==> src/rtl/imem_loader_pkg.sv <==
// Shared types and constants for the boot-time IMEM loader.
package imem_loader_pkg;

   localparam int LDR_HDR_BYTES  = 4;
   localparam int LDR_LEN_W      = LDR_HDR_BYTES * 8;
   localparam int DEF_MEM_WIDTH  = 8;
   localparam int DEF_PC_WIDTH   = 32;
   localparam int DEF_IMEM_DEPTH = 1024;

   typedef enum logic [2:0] {
      ST_IDLE = 3'd0,
      ST_LEN  = 3'd1,
      ST_DATA = 3'd2,
      ST_CSUM = 3'd3,
      ST_DONE = 3'd4,
      ST_ERR  = 3'd5
   } ld_state_e;

   typedef enum logic [1:0] {
      ERR_NONE      = 2'b00,
      ERR_LEN_RANGE = 2'b01,
      ERR_LEN_ALIGN = 2'b10,
      ERR_CSUM      = 2'b11
   } ld_err_e;

endpackage

==> src/rtl/ld_checksum.sv <==
// 8-bit wrapping byte accumulator; o_zero flags that adding i_byte would give 0 mod 256.
module ld_checksum (
   input  logic       i_clk,
   input  logic       i_reset_n,
   input  logic       i_clr,
   input  logic       i_add,
   input  logic [7:0] i_byte,
   output logic       o_zero
);

   logic [7:0] r_sum;
   logic [7:0] w_sum_next;

   assign w_sum_next = r_sum + i_byte;
   assign o_zero     = (w_sum_next == 8'd0);

   always_ff @(posedge i_clk or negedge i_reset_n) begin
      if (!i_reset_n) begin
         r_sum <= 8'd0;
      end else if (i_clr) begin
         r_sum <= 8'd0;
      end else if (i_add) begin
         r_sum <= w_sum_next;
      end
   end

endmodule

==> src/rtl/imem_loader.sv <==
// Streams length/payload/checksum bytes into IMEM at addresses 0..L-1; writes land one cycle
// after acceptance, in_ready holds off input outside LEN/DATA/CSUM, and wr_en freezes fetch while loading.
module imem_loader
   import imem_loader_pkg::*;
#(
   parameter int MEM_WIDTH  = DEF_MEM_WIDTH,
   parameter int PC_WIDTH   = DEF_PC_WIDTH,
   parameter int IMEM_DEPTH = DEF_IMEM_DEPTH
) (
   input  logic                 i_clk,
   input  logic                 i_reset_n,
   input  logic                 i_start,
   input  logic                 i_in_valid,
   input  logic [7:0]           i_in_data,
   output logic                 o_in_ready,
   output logic                 o_wr_en,
   output logic                 o_mem_we,
   output logic [PC_WIDTH-1:0]  o_mem_addr,
   output logic [MEM_WIDTH-1:0] o_mem_wdata,
   output logic                 o_load_done,
   output logic                 o_load_err,
   output logic [1:0]           o_err_code
);

   ld_state_e              r_state, w_next;
   ld_err_e                r_err_code, w_err_code;
   logic [LDR_LEN_W-1:0]   r_len;
   logic [PC_WIDTH-1:0]    r_cnt;
   logic                   r_in_ready, r_wr_en, r_mem_we, r_done, r_err;
   logic [PC_WIDTH-1:0]    r_mem_addr;
   logic [MEM_WIDTH-1:0]   r_mem_wdata;

   logic                   w_acc, w_start_acc, w_busy_next;
   logic                   w_hdr_last, w_data_last, w_csum_ok;
   logic                   w_done_set, w_err_set;
   logic [LDR_LEN_W-1:0]   w_len_full;

   assign w_acc       = i_in_valid && r_in_ready;
   assign w_start_acc = i_start && (r_state == ST_IDLE || r_state == ST_DONE || r_state == ST_ERR);
   // Length arrives LSB first, so each new byte shifts in from the top.
   assign w_len_full  = {i_in_data, r_len[LDR_LEN_W-1:8]};
   assign w_hdr_last  = (r_cnt == PC_WIDTH'(LDR_HDR_BYTES - 1));
   assign w_data_last = (LDR_LEN_W'(r_cnt) + LDR_LEN_W'(1) == r_len);
   assign w_busy_next = (w_next == ST_LEN) || (w_next == ST_DATA) || (w_next == ST_CSUM);

   ld_checksum u_csum (
      .i_clk     (i_clk),
      .i_reset_n (i_reset_n),
      .i_clr     (w_start_acc),
      .i_add     (w_acc && (r_state == ST_DATA)),
      .i_byte    (i_in_data),
      .o_zero    (w_csum_ok)
   );

   always_ff @(posedge i_clk or negedge i_reset_n) begin
      if (!i_reset_n) r_state <= ST_IDLE;
      else            r_state <= w_next;
   end

   always_comb begin
      w_next     = r_state;
      w_err_code = ERR_NONE;
      w_err_set  = 1'b0;
      w_done_set = 1'b0;
      case (r_state)
         ST_IDLE, ST_DONE, ST_ERR: begin
            if (i_start) w_next = ST_LEN;
         end
         ST_LEN: begin
            if (w_acc && w_hdr_last) begin
               if (w_len_full > LDR_LEN_W'(IMEM_DEPTH)) begin
                  w_next = ST_ERR; w_err_set = 1'b1; w_err_code = ERR_LEN_RANGE;
               end else if (w_len_full[1:0] != 2'b00) begin
                  w_next = ST_ERR; w_err_set = 1'b1; w_err_code = ERR_LEN_ALIGN;
               end else if (w_len_full == '0) begin
                  w_next = ST_CSUM;
               end else begin
                  w_next = ST_DATA;
               end
            end
         end
         ST_DATA: begin
            if (w_acc && w_data_last) w_next = ST_CSUM;
         end
         ST_CSUM: begin
            if (w_acc) begin
               if (w_csum_ok) begin
                  w_next = ST_DONE; w_done_set = 1'b1;
               end else begin
                  w_next = ST_ERR; w_err_set = 1'b1; w_err_code = ERR_CSUM;
               end
            end
         end
         default: w_next = ST_IDLE;
      endcase
   end

   always_ff @(posedge i_clk or negedge i_reset_n) begin
      if (!i_reset_n) begin
         r_in_ready  <= 1'b0;
         r_wr_en     <= 1'b0;
         r_mem_we    <= 1'b0;
         r_mem_addr  <= '0;
         r_mem_wdata <= '0;
         r_len       <= '0;
         r_cnt       <= '0;
         r_done      <= 1'b0;
         r_err       <= 1'b0;
         r_err_code  <= ERR_NONE;
      end else begin
         r_in_ready <= w_busy_next;
         r_wr_en    <= w_busy_next;
         r_mem_we   <= 1'b0;
         if (w_start_acc) begin
            r_len      <= '0;
            r_cnt      <= '0;
            r_mem_addr <= '0;
            r_done     <= 1'b0;
            r_err      <= 1'b0;
            r_err_code <= ERR_NONE;
         end
         if (w_acc && r_state == ST_LEN) begin
            r_len <= w_len_full;
            r_cnt <= w_hdr_last ? '0 : r_cnt + PC_WIDTH'(1);
         end
         if (w_acc && r_state == ST_DATA) begin
            r_mem_we    <= 1'b1;
            r_mem_addr  <= r_cnt;
            r_mem_wdata <= MEM_WIDTH'(i_in_data);
            r_cnt       <= r_cnt + PC_WIDTH'(1);
         end
         if (w_done_set) r_done <= 1'b1;
         if (w_err_set) begin
            r_err      <= 1'b1;
            r_err_code <= w_err_code;
         end
      end
   end

   assign o_in_ready  = r_in_ready;
   assign o_wr_en     = r_wr_en;
   assign o_mem_we    = r_mem_we;
   assign o_mem_addr  = r_mem_addr;
   assign o_mem_wdata = r_mem_wdata;
   assign o_load_done = r_done;
   assign o_load_err  = r_err;
   assign o_err_code  = r_err_code;

endmodule

==> config.mk <==
export PLATFORM = sky130hd
export DESIGN_NAME = imem_loader
export DESIGN_NICKNAME = d
export VERILOG_FILES = /design/src/rtl/imem_loader_pkg.sv /design/src/rtl/ld_checksum.sv /design/src/rtl/imem_loader.sv
export SDC_FILE = /design/constraint.sdc
export NUM_CORES = 1
export LEC_CHECK = 0
export CAP_MARGIN = 10
export CORE_ASPECT_RATIO = 0.5
export CORE_MARGIN = 2
export CORE_UTILIZATION = 50
export CTS_CLUSTER_SIZE = 14
export DETAILED_ROUTE_END_ITERATION = 12
export PLACE_DENSITY = 0.75
export RECOVER_POWER = 25
export SLEW_MARGIN = 20
export SYNTH_ARGS = -nofsm -noshare
export SYNTH_HDL_FRONTEND = slang
export SYNTH_HIERARCHICAL = 1
export SYNTH_SLANG_ARGS = --single-unit
==> constraint.sdc <==
create_clock -name i_clk -period 4 [get_ports i_clk]
set_input_delay 0.8 -clock i_clk [delete_from_list [all_inputs] [get_ports i_clk]]
set_output_delay 0.8 -clock i_clk [all_outputs]
set_load 0.02 [all_outputs]
# Yosys cells after proc, flatten, opt, wreduce, memory -nomap -nowiden
# Cells that the tools add are included.
# op_classes
eq_ne	10
n_mux	38
order_cmp	1
addsub	2
n_reduce_logical	20
# op_table
op	n
$mux W32	6
$add A32 B1 Y32 const B	1
$eq A32 B2 Y1 const B	1
$eq A32 B32 Y1	1
$gt A32 B11 Y1 const B	1
$logic_not A32 Y1	1
$mux W3	6
$mux W8	2
$mux W1	14
$mux W2	7
$eq A3 B2 Y1 const B	4
$pmux W3 S4	1
$reduce_bool A2 Y1	5
$add A8 B8 Y8	1
$logic_not A8 Y1	1
$eq A3 B1 Y1 const B	2
$eq A3 B3 Y1 const B	2
$logic_and A1 B1 Y1	6
$logic_or A1 B1 Y1	4
$pmux W2 S2	1
$logic_not A3 Y1	1
$reduce_bool A3 Y1	1
$reduce_or A3 Y1	1
$pmux W1 S2	1
# word_totals
word_cells	82
ff_bits	121
input_bits	12
out_inout_bits	47

# Logic depth before layout (Yosys ltp)
# Gate-level depths: netlist of the first run.
# logic_depth
depth_word	9
depth_mapped	11

# Hierarchy
# The synthesis of the first run kept the hierarchy.
# by_module_without_submodules
mod	n_inst	area_per_inst_um2	cells_per_inst
imem_loader	1	6304.8	741
ld_checksum	1	636.9	69

# Worst setup path before layout of the first run
# No wires, ideal clock.
# synth_path
path_type	input port to flip-flop
startpoint	in i_in_data[0]
endpoint	reg r_state[0]
path_slack_ns	0.753
path_buffers	0
path_stages	10
setup_ns	0.121
t_arrival_ns	3.125
path_cell_list	ha_1 -> fa_1 -> xor2_1 -> or3_1 -> or3_1 -> nor4_2 -> nand3_1 -> a311oi_1 -> and2_1 -> o21ai_1
# synth_between
elab_cells_between_ends	11
# synth_rtl
item	line	text
start: declaration	imem_loader.sv:14	input logic [7:0] i_in_data,
$add A8 B8 Y8	ld_checksum.sv:14	assign w_sum_next = r_sum + i_byte;
$logic_not A8 Y1	ld_checksum.sv:15	assign o_zero = (w_sum_next == 8'd0);
named net w_csum_ok	imem_loader.sv:34	logic w_hdr_last, w_data_last, w_csum_ok;
$mux W1	imem_loader.sv:87	if (w_csum_ok) begin
$mux W3	imem_loader.sv:86	if (w_acc) begin
$pmux W3 S4	imem_loader.sv:65	case (r_state)
named net w_next[0]	imem_loader.sv:25	ld_state_e r_state, w_next;
end signal: assignment	imem_loader.sv:57	else r_state <= w_next;
end: declaration	imem_loader.sv:25	
# The timed path passes the listed nets, and every way through them passes these cells.
# A chain may end at the register's enable or synchronous reset.

# Final worst setup path of the first run
# Ends and elaborated chain as after synthesis.

==> results of run 1 <==
## sequential cells by signal, indices dropped and copies added, names as in the netlist
register / count
r_state: 3
o_load_err: 1
o_err_code: 2
o_wr_en: 1
r_len: 32
o_mem_wdata: 8
o_load_done: 1
r_cnt: 32
o_mem_we: 1
o_mem_addr: 32
u_csum/r_sum: 8
## kinds of logic (layout without fill, tap and decap cells)
logic type,Yosys count,after routing,synth area share
xor+xnor,51,51,0.0643
simple gates,371,371,0.266
fa+ha+maj,9,9,0.0173
compound gates,168,168,0.151
flops,121,121,0.436
mux,9,9,0.0132
buf+inv,81,114,0.0514
## worst reg2reg max path, stage by stage, from the launching register on
cell     delay, ns
dfrtp_1       0.50
ha_1          0.36
nand3_2       0.31
nor3_1        0.33
mux2_2        0.38
a211o_1       0.29
nor4_1        0.54
nand4_1       0.18
o21ai_1       0.16
## routing by layer
metal / vias up / share of wire
met4: 0 / 0.014
met5: - / 0
met2: 244 / 0.44
met3: 32 / 0.074
met1: 3006 / 0.48
li1: 2903 / -
## cell usage in the layout (no fill, tap or decap), drive strengths merged, types with 11 or more instances in the layout
cell and count:
clkdlybuf4s50 57, nand4 14, nor4 27, nand3 57, nand2 168, o31ai 21
a21oi 16, xor2 20, a31oi 11, nor2 46, inv 14, xnor2 31
o21ai 81, dfrtp 121, nor3 18, clkbuf 22
## where the power goes
part	leakage (nW)	switching [W]	internal [W]	total, W
registers	1.65	0.000300	0.00140	0.00170
logic	1.64	0.000706	0.000451	0.00116
clock network	0.281	0.000583	0.00101	0.00159
total	3.57	0.00159	0.00286	0.00445
## cell type report
cell class | instances | area [um2]
Clock inverter | 11 | 146
Clock buffer | 21 | 460
Inverter | 14 | 52.6
Timing Repair Buffer | 68 | 662
Fill cell | 1168 | 5380
Tap cell | 192 | 240
Sequential cell | 121 | 3030
Multi-Input combinational cell | 608 | 3580
## per-stage QoR
stage | area, um2 | instances | hold WS, ns | worst slack [ns]
after floorplan | 6940 | 810 | 0.470 | 0.753
after global placement | 7560 | 1003 | 0.465 | 0.181
after detailed placement | 7560 | 1003 | 0.467 | 0.0936
after CTS | 8170 | 1035 | 0.441 | 0.489
after global routing | 8170 | 1035 | 0.512 | 0.307
final | 8170 | 1035 | 0.488 | 0.495
## final timing paths
check / start / end / slack [ns] / depth (start not counted)
max: i_in_data[0] / r_state[0] / 0.49 / 11
min reg2reg: o_mem_wdata[1] / o_mem_wdata[1] / 0.49 / 2
max in group asynchronous: i_reset_n / r_cnt[13] / 1.05 / 1
min in group asynchronous: i_reset_n / u_csum/r_sum[4] / 1.30 / 1
max reg2reg: r_cnt[0] / r_state[0] / 0.88 / 8
min: o_mem_wdata[1] / o_mem_wdata[1] / 0.49 / 2
==> reports/results.ini, run 1 <==
[synthesis]
synth.top_cells.by_area=dfrtp_1, nand2_1, o21ai_0
ys_seq_elements=121
yosysTopAreaCell=dfrtp_1
syn_nets=831
synthArstFlopShare=1.00
ys_warn_count=6
synth_ff_type=dfrtp_1
yosysUniqueCellTypes=68
synth_top_area_frac=0.436
netlist_instances=810
yosysSeqAreaShare=0.436
synth_edf_count=0
syn_area_mm2=0.00694
syn_avg_cell_area_um2=8.57
yosysMostFrequentCell=nand2_1
synthTopCellsByCount=nand2_1, dfrtp_1, o21ai_0

[setup_path]
critical-path-max-stage-delay_ns=0.43
cp_num_buf_inv=1
start_kind=input port
crit_top_cell=or3_1
arrival_ns=3.81
slowest_stage=clkdlybuf4s50_1
path_max_fanout=2
criticalPathCategory=in -> reg
critPathTopFamily=simple AND/OR/NAND/NOR gates
worstPathRequired_ns=4.31
crit_chain=clkdlybuf4s50_1 > ha_1 > fa_1 > xor2_1 > or3_1 > or3_1 > nor4_2 > nand3_1 > a311oi_1 > and2_1 > o21ai_1
cp-end-kind=flip-flop

[grt]
antenna_found_initial=0
met2_usage=0.393
grtUsageTotal=0.265
grt_start_max_net_pins=71
grt_use_met3=0.0572
gr-total-overflow=0
grt_pass1_wl_um=30400
grt_pass1_vias=5785
busiest_layer=met2
grt_use_met1=0.390

[power]
powerDensity_mw_per_mm2=545
peakVddDrop_v=0.000285
p_leak_nw=3.57
finalPower_w=0.00445

[sta]
finalSetupViolCount=0
relSlewSlack=-0.922
fin_skew_ns=0.00780
setup_tns_ns=0
fin_crit_ns=3.51
rsz0062_at_grt=no
drv_slew=52
finalHoldViolCount=0
clock.fmax_mhz=285
worst_slew_pin_slew_ns=2.88
fin_crit_sh=0.876

[clock_network]
cts.sinks=121
tritoncts=done
root_buffer=clkbuf_16
cts_buffers=17
h-tree-depth=4
ctsResizeCount=0
clk_latency_ns=0.42
post-cts-setup-buffers=0
clk_pin_slew_ns=0.06
clock_tree.buffer_depth=2
ctsHoldBuffers=0

[layout]
layout.nets=851
n_antenna_cell=0
area_growth_syn_to_layout_pct=17.8
utilization=0.603
drive_gt1_frac=0.0747

[floorplanning]
rows=30
start_util=0.512
die-area_mm2=0.0149
die_w_um=171
core-area_mm2=0.0136
io_pins=59
dieHeight_um=87.3

[routing]
drcViolationCount=0
drt-wirelength-per-cell_um=18.1
drt_iter0_markers=679
vias_per_cell=5.98
finalWirelength_um=18800
ant_nets=0
first_pass_iters=5
dr_total_vias=6185

[status]
violations=max-capacitance violations, max-slew violations
status=complete, but fails checks

[place]
portBuffers=58
dpl.hpwl_um=12600
gp_congestion=0.909

[flow_run]
cap_violations=1

[hold_path]
holdCritPathClass=reg -> reg

Note: power is estimated with default switching activity, not from simulation.
==> run 2: changes to the inputs <==
- REMOVE_ABC_BUFFERS: unset -> 1
- SETUP_SLACK_MARGIN: unset -> 0.02
==> reports/results.ini, run 2 (synthesis results as in run 1) <==
[status]
status=complete, but fails checks
violations=max-capacitance violations, max-slew violations

[grt]
grt_start_max_net_pins=72  ; +1.4%
gr-total-overflow=0  ; unchanged
grt_pass1_vias=5912  ; +2.2%
antenna_found_initial=0  ; unchanged
grtUsageTotal=0.265  ; about the same
grt_pass1_wl_um=30700  ; +0.84%

[setup_path]
criticalPathCategory=in -> reg
timing.rr.start=r_cnt[0]
crit_top_cell=or3_1
slowest_stage=clkdlybuf4s50_1
critPathTopFamily=simple AND/OR/NAND/NOR gates
crit_chain=clkdlybuf4s50_1 > ha_1 > fa_1 > xor2_1 > or3_1 > or3_1 > nor4_2 > nand3_1 > a311oi_1 > and2_1 > o21ai_1
worstPathRequired_ns=4.29  ; -0.02 ns
critical-path-max-stage-delay_ns=0.44  ; about the same
start_kind=input port
cp_num_buf_inv=1  ; unchanged
timing.rr.end=r_state[0]
rrSetupSlack_ns=0.84  ; -0.04 ns
cp-end-kind=flip-flop
arrival_ns=3.90  ; +0.09 ns
r2r_cells=8  ; unchanged
path_max_fanout=2  ; unchanged

[sta]
rsz0062_at_grt=no
worst_slew_pin_slew_ns=1.76  ; -1.12 ns
fin_crit_sh=0.901  ; +0.0245
hold_ws_ns=0.472  ; -0.0163 ns
finalSetupViolCount=0  ; unchanged
postLayoutSetupSlackWorst_ns=0.397  ; -0.0980 ns
fin_skew_ns=0.00904  ; +0.00123 ns
drv_slew=72  ; +38%
fin_crit_ns=3.60  ; +0.0980 ns
clock.fmax_mhz=278  ; -2.7%
relSlewSlack=-0.175  ; +0.746
finalHoldViolCount=0  ; unchanged

[power]
peakVddDrop_v=0.000294  ; +3.3%
powerDensity_mw_per_mm2=558  ; +2.5%
finalPower_w=0.00459  ; +3.2%
p_leak_nw=3.62  ; +1.3%

[hold_path]
holdCritPathClass=reg -> reg
hold_path_startpoint=o_mem_wdata[4]
min_path_cells=2  ; unchanged
min_to=o_mem_wdata[4]

[layout]
drive_gt1_frac=0.0815  ; +0.00673
layout.nets=855  ; +0.47%
final_common_cell=nand2_1
utilization=0.607  ; +0.00416
stdcell_count=1039  ; +0.39%
nFillCells=1142  ; -2.2%
most-common-layout-cells=nand2_1, dfrtp_1, o21ai_0
area_growth_syn_to_layout_pct=18.6
n_antenna_cell=0  ; unchanged

[place]
dpl.hpwl_um=12500  ; -0.82%
place_ws_ns=0.0547  ; -0.0389 ns
portBuffers=58  ; unchanged
placed_cells=1007  ; +0.40%
gp_congestion=0.943  ; +3.7%

[routing]
drt_iter0_markers=633  ; -6.8%
dr_total_vias=6256  ; +1.1%
first_pass_iters=5  ; unchanged
drt-wirelength-per-cell_um=18.0  ; -0.64%
vias_per_cell=6.02  ; +0.76%
ant_nets=0  ; unchanged
finalWirelength_um=18700  ; -0.26%
drcViolationCount=0  ; unchanged

[clock_network]
ctsResizeCount=0  ; unchanged
clock_tree.buffer_depth=2  ; unchanged
clk_pin_slew_ns=0.06  ; about the same
h-tree-depth=4  ; unchanged
cts.sinks=121  ; unchanged
post-cts-setup-buffers=0  ; unchanged
clk_latency_ns=0.42  ; about the same
ctsHoldBuffers=0  ; unchanged
root_buffer=clkbuf_16
cts_buffers=17  ; unchanged
tritoncts=done

[floorplanning]
io_pins=59  ; unchanged
die-area_mm2=0.0149  ; unchanged
start_util=0.512  ; unchanged
dieHeight_um=87.3  ; unchanged
core-area_mm2=0.0136  ; unchanged
die_w_um=171  ; unchanged
rows=30  ; unchanged

[flow_run]
cap_violations=1  ; unchanged

[run 2: per-stage QoR]
| stage | setup TNS [ns] | cell area (um2) |
|---|---|---|
| CTS | 0 | 8240 |
| finish | 0 | 8230 |
| detailed placement | 0 | 7590 |
| global placement | 0 | 7590 |
| floorplan | -64.69 | 6640 |
| global route | 0 | 8230 |
[run 2: worst register-to-register path, stage by stage (launching register included)]
cell and delay (ns):
dfrtp_1 0.52, ha_1 0.37, nand3_2 0.32, nor3_1 0.30
mux2_2 0.37, a211o_1 0.28, nor4_1 0.56, nand4_1 0.18
o21ai_1 0.17
[run 2: worst max-delay path by stage]
stage                            start    endpoint  slack, ns  cells after the start
after global placement    i_in_data[0]  r_state[0]       0.15                     11
final                     i_in_data[0]  r_state[0]       0.40                     11
after floorplan             i_in_valid   r_cnt[25]      -1.60                      6
after CTS                 i_in_data[0]  r_state[0]       0.44                     11
after global routing      i_in_data[0]  r_state[0]       0.27                     11
after detailed placement  i_in_data[0]  r_state[0]       0.05                     11
[run 2: area by class of cell]
cell class	count	area, um2	area share
flip-flops and latches	121	3030	0.368
repair buffers	72	678	0.0824
clock buffers	20	457	0.0555
well taps	192	240	0.0292
multi-input cells	608	3580	0.435
clock inverters	12	196	0.0239
inverters	14	52.6	0.00638
[run 2: power breakdown]
part | internal (W) | leakage, nW | switching [W]
combinational | 0.000472 | 1.65 | 0.000733
clock | 0.00114 | 0.312 | 0.000563
sequential | 0.00140 | 1.65 | 0.000291
total | 0.00301 | 3.62 | 0.00159
[run 2: routing by layer]
layer	GRT usage	routed length (um)
met1	0.379	8520
met2	0.409	8460
met3	0.0591	1490
met4	0.0715	272
met5	0	0
==> variant: new RTL, settings of run 1 <==
Re-encode `ld_state_e` (6 states) as Gray code, 3 bits wide.
--- a/src/rtl/imem_loader_pkg.sv
+++ b/src/rtl/imem_loader_pkg.sv
@@ -8,12 +8,12 @@
    localparam int DEF_IMEM_DEPTH = 1024;
 
    typedef enum logic [2:0] {
-      ST_IDLE = 3'd0,
-      ST_LEN  = 3'd1,
-      ST_DATA = 3'd2,
-      ST_CSUM = 3'd3,
-      ST_DONE = 3'd4,
-      ST_ERR  = 3'd5
+      ST_IDLE = 3'b000,
+      ST_LEN  = 3'b001,
+      ST_DATA = 3'b011,
+      ST_CSUM = 3'b010,
+      ST_DONE = 3'b110,
+      ST_ERR  = 3'b111
    } ld_state_e;
 
    typedef enum logic [1:0] {
Behaviour: no difference found for any inputs over 10 cycles, from zero or initial values and one cycle with i_reset_n low; not proved beyond that.
==> variant against run 1 <==
  * Register-to-register slack worse by 0.30 ns
  * First-iteration DRC count shrank 19%
  * Area after synthesis is 1.3% lower
  * Wire length up 2.6%
  * The flow still finishes with violations (capacitance limit, slew limit)
  * Setup slack got worse by 0.35 ns
  * Sequential cell count did not move
  * Critical endpoint is now o_wr_en$_DFF_PN0_
  * Cell area increased by 1.3%
  * Total power increased by 15%
  * Clock skew fell by 0.0014 ns
  * Die area fell by 1.2%
  * Largest power group is now combinational logic
==> variant: results (changes against run 1) <==
hold path start o_mem_wdata[2]$_DFFE_PN0P_; status complete, but fails checks; sequential fraction of the synthesis area 44.2% (+0.57 points); largest net degree at the start of global routing 67 (-5.6%); GRT Util Overall 27.5% (+0.99 points); RR Startpoint u_csum/r_sum[0]$_DFFE_PN0P_; share of cells above drive strength 1 11.3% (+3.8 points); initial DRC count 551 (-19%); R2R Setup Slk 0.58 ns (-0.30 ns); # nets final 869 (+2.1%); Max stage delay on crit path 0.48 ns (+0.05 ns); Mapped Nets 824 (-0.84%); failing checks capacitance limit, slew limit; first-pass GRT wire length 31.4 mm (+3.2%); via count 6297 (+1.8%); worst slew pin tran 1.67 ns (-1.22 ns); area post-placement 7660 um^2 (+1.3%); Leak Pwr 3.46 nW (-3.2%); max cap viols 1 (unchanged); worst slack, placed -0.378 ns (-0.471 ns); Synth top cells by count 163 x nand2_1, 121 x dfrtp_1, 106 x o21ai_0; min Tclk post-route 3.86 ns (+0.354 ns); Detailed Place HPWL 13.3 mm (+5.8%); Final Slew Violations 32 (-38%); Final Skew 0.00637 ns (-0.00143 ns); largest cells by area after synthesis dfrtp_1 44%, nand2_1 8.9%, o21ai_0 7.7%; hold path cells 1 (-1); number of global-route vias before repair 5867 (+1.4%); GP Congestion 0.967 (+6.4%); reg2reg path depth 12 (+4); Routed WL per cell 18.6 um (+2.4%); Cell Int Power 3.20 mW (+12%); synth unique cells 72 (+5.9%)
variant: worst register-to-register path, delay by kind of cell (launching register included):
family | cells | cell delay (ns)
XOR/XNOR | 1 | 0.19
adder cells (fa/ha/maj) | 2 | 0.56
flip-flops | 1 | 0.39
AND/OR/NAND/NOR | 6 | 1.63
AO/OA/AOI/OAI | 3 | 0.55
variant: kinds of logic (layout without fill, tap and decap cells):
group           after synthesis  in the layout  share of synthesized area (%)
buf+inv                      83            141                           5.02
flops                       121            121                           44.2
fa+ha+maj                     9              9                           1.75
compound gates              188            188                           16.5
xor+xnor                     48             48                           6.13
simple gates                338            338                           23.9
mux                          16             16                           2.52
variant: through the flow:
| stage | utilization (%) | power (mW) | instances | TNS (ns) |
|---|---|---|---|---|
| 2_1_floorplan | - | 2.87 | 803 | 0 |
| 3_3_place_gp | 56.9 | 3.43 | 1003 | -0.332 |
| 4_1_cts | 61.4 | 5.08 | 1035 | 0 |
| 5_1_grt | 61.5 | 5.41 | 1037 | -0.0196 |
| 3_5_place_dp | 56.9 | 3.48 | 1003 | -0.589 |
| 6_report | 61.5 | 5.13 | 1037 | 0 |
variant: cell type report:
| type | count | area (um^2) |
|---|---|---|
| repair buffers | 94 | 855 |
| fillers | 1155 | 5190 |
| well taps | 176 | 220 |
| multi-input cells | 599 | 3520 |
| inverters | 15 | 56.3 |
| flip-flops and latches | 121 | 3030 |
| clock inverters | 11 | 145 |
| clock buffers | 21 | 460 |
variant: how the worst min path moves through the flow:
| stage | end | slack [ns] |
|---|---|---|
| floorplan | u_csum/r_sum[5]$_DFFE_PN0P_ | 0.47 |
| global placement | o_mem_wdata[0]$_DFFE_PN0P_ | 0.50 |
| detailed placement | o_mem_wdata[2]$_DFFE_PN0P_ | 0.50 |
| CTS | u_csum/r_sum[0]$_DFFE_PN0P_ | 0.32 |
| global route | u_csum/r_sum[5]$_DFFE_PN0P_ | 0.53 |
| finish | o_mem_wdata[2]$_DFFE_PN0P_ | 0.50 |
variant: timing repair:
item                       4_1_cts  5_1_grt
setup endpoints to repair        0        2
buffers inserted                 0        2
resized for setup                0        4
variant: layer usage:
metal	vias up	global-route usage, %	wire length [um]	part of all wire, %
li1	2932	-	-	-
met1	3020	40.1	8880	46
met2	317	40.0	8120	42
met3	28	8.26	2000	10
met4	0	7.23	280	1.5
met5	-	0	0	0
variant: power groups by stage:
| stage | Clock, mW | Sequential, mW | Combinational (mW) |
|---|---|---|---|
| 6_report | 1.58 | 1.75 | 1.80 |
| 5_1_grt | 1.66 | 1.77 | 1.98 |
| 4_1_cts | 1.60 | 1.74 | 1.75 |
| 3_5_place_dp | 0 | 1.75 | 1.73 |
| 3_3_place_gp | 0 | 1.75 | 1.68 |
| 2_1_floorplan | 0 | 1.74 | 1.13 |
